### config.mk
export PLATFORM = sky130hd
export DESIGN_NAME = pipe_stage_skid
export DESIGN_NICKNAME = d
export VERILOG_FILES = /design/src/rtl/pipe_stage_skid.sv
export SDC_FILE = /design/constraint.sdc
export NUM_CORES = 1
export LEC_CHECK = 0
export ABC_AREA = 1
export ABC_CLOCK_PERIOD_IN_PS = 2500
export BUFFER_PORTS_ARGS = -buffer_cell sky130_fd_sc_hd__buf_4
export CAP_MARGIN = 20
export CORE_MARGIN = 2
export CORE_UTILIZATION = 30
export CTS_CLUSTER_DIAMETER = 30
export DETAILED_ROUTE_END_ITERATION = 10
export GPL_TIMING_DRIVEN = 0
export PLACE_DENSITY = 0.5
export SLEW_MARGIN = 20
export SYNTH_ARGS = -nofsm -noshare
export SYNTH_HDL_FRONTEND = slang
export SYNTH_SLANG_ARGS = --single-unit
### constraint.sdc
create_clock -name clk_i -period 2.5 [get_ports clk_i]
set_input_delay 0.125 -clock clk_i [delete_from_list [all_inputs] [get_ports clk_i]]
set_output_delay 0.125 -clock clk_i [all_outputs]
set_load 0.02 [all_outputs]
### src/rtl/pipe_stage_skid.sv
// -----------------------------------------------------------------------------
// pipe_stage_skid
//
// Pipeline stage register with a valid/ready handshake and a two-entry skid
// buffer. The main entry drives the outputs; the skid entry catches the one
// beat that can arrive in the cycle after the stage stops being ready.
// Because of the skid entry, ready_o is a function of registered state (and
// the reset input) only, so no combinational ready path crosses the stage.
//
// A synchronous flush empties the stage and clears the stored control words,
// so a flushed stage presents a bubble (all control deasserted).
//
// Parameters:
//   DATA_W  width of one data lane
//   LANES   number of data lanes carried
//   CTRL_W  width of the control bundle
//
// Ports:
//   clk_i    clock, all state updates on the rising edge
//   rst_i    synchronous active-high reset
//   valid_i  upstream presents a beat
//   ready_o  stage can accept a beat this cycle
//   data_i   input lanes, lane k at [k*DATA_W +: DATA_W]
//   ctrl_i   input control bundle
//   valid_o  a beat is present at the output
//   ready_i  downstream accepts the output beat
//   data_o   output lanes (unmasked, stale when valid_o=0)
//   ctrl_o   output control, forced to zero when valid_o=0
//   flush_i  discard all held beats and the beat offered this cycle
//   occ_o    number of held entries (0, 1 or 2)
// -----------------------------------------------------------------------------
module pipe_stage_skid #(
  parameter int DATA_W = 32,
  parameter int LANES  = 5,
  parameter int CTRL_W = 8
) (
  input  logic                      clk_i,
  input  logic                      rst_i,
  input  logic                      valid_i,
  output logic                      ready_o,
  input  logic [LANES*DATA_W-1:0]   data_i,
  input  logic [CTRL_W-1:0]         ctrl_i,
  output logic                      valid_o,
  input  logic                      ready_i,
  output logic [LANES*DATA_W-1:0]   data_o,
  output logic [CTRL_W-1:0]         ctrl_o,
  input  logic                      flush_i,
  output logic [1:0]                occ_o
);

  localparam int BUS_W = LANES * DATA_W;

  // State encoding equals the occupancy, so occ_o is the state register itself.
  typedef enum logic [1:0] {
    ST_EMPTY = 2'd0,
    ST_ONE   = 2'd1,
    ST_FULL  = 2'd2
  } state_e;

  state_e              state_q, state_d;
  logic                valid_q, valid_d;
  logic [BUS_W-1:0]    main_data_q, main_data_d;
  logic [CTRL_W-1:0]   main_ctrl_q, main_ctrl_d;
  logic [BUS_W-1:0]    skid_data_q, skid_data_d;
  logic [CTRL_W-1:0]   skid_ctrl_q, skid_ctrl_d;

  logic                in_fire;
  logic                out_fire;

  // ready_o looks only at the state register and reset, never at ready_i/valid_i.
  assign ready_o  = (state_q != ST_FULL) & ~rst_i;
  assign in_fire  = valid_i & ready_o;
  assign out_fire = valid_q & ready_i;

  // Next-state and storage update logic.
  always_comb begin
    state_d     = state_q;
    main_data_d = main_data_q;
    main_ctrl_d = main_ctrl_q;
    skid_data_d = skid_data_q;
    skid_ctrl_d = skid_ctrl_q;

    if (flush_i) begin
      // Flush drops everything, including the beat offered this cycle.
      // Data may stay stale; control is cleared so no stale command survives.
      state_d     = ST_EMPTY;
      main_ctrl_d = '0;
      skid_ctrl_d = '0;
    end else begin
      case (state_q)
        ST_EMPTY: begin
          if (in_fire) begin
            state_d     = ST_ONE;
            main_data_d = data_i;
            main_ctrl_d = ctrl_i;
          end else begin
            state_d = ST_EMPTY;
          end
        end
        ST_ONE: begin
          if (in_fire && out_fire) begin
            // Main drains and refills in the same cycle.
            state_d     = ST_ONE;
            main_data_d = data_i;
            main_ctrl_d = ctrl_i;
          end else if (in_fire) begin
            // Downstream stalled: park the newcomer in the skid entry.
            state_d     = ST_FULL;
            skid_data_d = data_i;
            skid_ctrl_d = ctrl_i;
          end else if (out_fire) begin
            state_d = ST_EMPTY;
          end else begin
            state_d = ST_ONE;
          end
        end
        ST_FULL: begin
          // ready_o is low here, so only the output side can move.
          if (out_fire) begin
            state_d     = ST_ONE;
            main_data_d = skid_data_q;
            main_ctrl_d = skid_ctrl_q;
          end else begin
            state_d = ST_FULL;
          end
        end
        default: begin
          state_d     = ST_EMPTY;
          main_ctrl_d = '0;
          skid_ctrl_d = '0;
        end
      endcase
    end

    // valid_o is kept as its own flop so the output is a pure register.
    valid_d = (state_d != ST_EMPTY);
  end

  // State and storage registers with synchronous reset.
  always_ff @(posedge clk_i) begin
    if (rst_i) begin
      state_q     <= ST_EMPTY;
      valid_q     <= 1'b0;
      main_data_q <= '0;
      main_ctrl_q <= '0;
      skid_data_q <= '0;
      skid_ctrl_q <= '0;
    end else begin
      state_q     <= state_d;
      valid_q     <= valid_d;
      main_data_q <= main_data_d;
      main_ctrl_q <= main_ctrl_d;
      skid_data_q <= skid_data_d;
      skid_ctrl_q <= skid_ctrl_d;
    end
  end

  assign valid_o = valid_q;
  assign data_o  = main_data_q;
  assign occ_o   = state_q;
  // A bubble carries no control: one AND per bit behind the main register.
  assign ctrl_o  = main_ctrl_q & {CTRL_W{valid_q}};

endmodule

==> reports/qor.txt <==
status - finished clean
Synth area leader - dfxtp_1
Crit Path Class - reg -> reg
Switching Share - 23.4%
Pwr Total - 20.2 mW
P_leak - 11.8 nW
CORE AREA - 0.0501 mm^2
unrepaired setup endpoints after global routing - yes
Hold Fails Final Rpt - 0
CTS Buf Count - 97
vias in the first global route - 16400
Critical Path End Type - flip-flop
Max VDD drop - 453 uV
setup TNS - 0 ns
Seq/Total Area, Yosys - 44.6%
Critical-path top delay cell - nor2_1
initial antenna violation count - 8
drt drc - 0
synth unique cells - 21
Post-Syn Area - 0.0152 mm^2
fmax - 421 MHz
post-DP HPWL - 37.3 mm
worst setup margin - 0.123 ns
CP required - 2.98 ns
Clock Skews - 0.0118 ns
main area contributors after synthesis - dfxtp_1 (45%), nand2_1 (17%), nor2_1 (16%)
Hold WC Path Type - in -> reg
Most used DFF post-synth - dfxtp_1
Yosys warnings - 0
Die Y - 229 um
fillcell total - 5231
Crit path largest cell delay - 0.52 ns
pin count of the biggest net entering global routing - 13
crit path max fanout - 9
CP startpoint kind - flip-flop
CP arrival - 2.86 ns
IO Port Bufs - 344
Slew Viols, Final - 0
final net count - 3212
DRT iter0 DRCs - 661
htree depth - 3
Starting Density - 30.4%
Area Overhead vs Synth - 58.7%
Net Count, Synth - 2577
clk root buf - clkbuf_16
Clock Sinks - 339
TritonRoute pass-1 iters - 5
part of the power in registers - 28.4%
CTS tree - built
Tmin final - 2.38 ns
top-count cell post-synth - nand2_1
Pwr per Cell Area - 836 mW/mm^2
Routed WL - 53.3 mm
critical path, cell by cell - buf_6, inv_2, nand2_8, nand3_4, inv_2, buf_6, ha_1, nor2_1, nand3_1, nand3_1, a21oi_1
Slew Limit Headroom - 31.2%
clk_lat worst skew - 0.61 ns
CP Depth - 11
combinational share of power - 10.3%
WL per Instance - 14.0 um
syn_area_per_cell - 6.34 um^2
die span in x - 229 um
Mapped Cells - 2402
max cap viols - 0
Worst-path clk slew - 0.04 ns
FF-to-FF path depth - 11
top cells by count, synth - nand2_1 (688), nor2_1 (662), dfxtp_1 (339)
Worst Max-Slew Pin Slew - 1.03 ns
P_sw - 4.73 mW
DR vias - 16300
CP delay by family, top - simple AND/OR/NAND/NOR gates
Via density - 4.29
Period Utilization, post-route - 95.1%
Routability Congestion - 0.822
gr usage total - 20.3%
grt ovf - 0
Pint - 15.5 mW
Max Root-Sink Buffers - 3
worst hold stages - 4
share of the synthesized area in the top cell type - 44.6%
Final Setup Violations - 0
post-synthesis register bit count - 339
share of layout cells above drive strength 1 - 20.5%
first-pass GRT wire length - 84.8 mm
DIE AREA - 0.0525 mm^2
Post-synth EDFFs - 0
Reg area - 0.00679 mm^2
Async SR Flop Fraction - 0%
num rows - 82
critical path buffer and inverter count - 4
Setup Slack @ Placement - -1.25 ns
antenna-violating nets left - 0
area of the multi-input gates - 0.00706 mm^2
io pins - 345
Clk pwr share - 61.2%
## cells by family (layout without fill, tap and decap cells)
group | Yosys count | after routing | share of synthesized area, %
adder cells (fa/ha/maj) | 2 | 2 | 0.164
AND/OR/NAND/NOR | 1550 | 1550 | 40.4
other | 0 | 6 | 0
flip-flops | 339 | 339 | 44.6
AO/OA/AOI/OAI | 169 | 169 | 5.56
buffers and inverters | 342 | 1055 | 9.32
## metrics by stage
stage	area [um^2]	hold WS [ns]	util, %	std cells
after floorplan	15200	0.274	-	2402
after global placement	18600	0.371	37.2	3418
after detailed placement	18600	0.379	37.2	3418
after CTS	24000	0.0813	47.9	3779
after global routing	24200	0.145	48.2	3792
final	24200	0.128	48.2	3793
## routing by layer
layer  GRT usage, %  wire, um  vias up
met5              0        11        -
met4           8.83      1560        2
met3           5.20      3260      109
met2           33.9     25000      389
met1           24.5     23500     7115
li1               -         -     8639
## registers in the layout, indices dropped and copies added, names as in the netlist
register / flops
skid_ctrl_q: 8
skid_data_q: 160
occ_o: 2
valid_o: 1
data_o: 160
main_ctrl_q: 8
## final cells by class
class | instances | area share [%]
Tap cell | 672 | 3.48
Inverter | 181 | 2.81
Clock inverter | 44 | 2.27
Clock buffer | 133 | 11.5
Sequential cell | 339 | 28.1
Timing Repair Buffer | 536 | 18.7
Buffer | 161 | 3.85
Multi-Input combinational cell | 1721 | 29.2
Antenna cell | 6 | 0.0622
## repair_timing
action                                  in CTS  in global routing
hold buffers                               172                  0
buffers inserted                            11                  7
gates cloned                                 1                  1
endpoints found under the setup margin     336                325
pin swaps                                    4                  3
gates resized for setup                     62                 34
hold endpoints to repair                   337                  0
## worst min-delay path, stage by stage
cell and delay (ns):
buf_4 0.11, nand3_1 0.25, nand3_1 0.15, a21oi_1 0.05
## path summary, 6_finish.rpt
path                                     start        endpoint  slack, ns
worst min register to register  skid_ctrl_q[3]  skid_ctrl_q[3]       0.48
worst max register to register        occ_o[0]  skid_ctrl_q[1]       0.12
worst min-delay path                   valid_i  skid_ctrl_q[3]       0.13
worst max-delay path                  occ_o[0]  skid_ctrl_q[1]       0.12
## power by group through the flow
stage	clock [mW]	sequential, mW	combinational [mW]
final	12.4	5.74	2.08
after global routing	12.9	5.76	2.31
after CTS	12.6	5.75	2.08
after detailed placement	0	5.83	1.79
after global placement	0	5.83	1.79
after floorplan	0	6.02	0.804
## layout by cell type (no fill, tap or decap), drive strengths merged
master,count
a21oi,9
buf,467
bufinv,12
clkbuf,191
clkinv,22
clkinvlp,8
dfxtp,339
diode,6
dlygate4sd3,172
ha,2
inv,183
nand2,692
nand3,175
nand3b,16
nor2,665
nor3,2
o21ai,160
No activity file was read; power rests on OpenSTA's default activity.
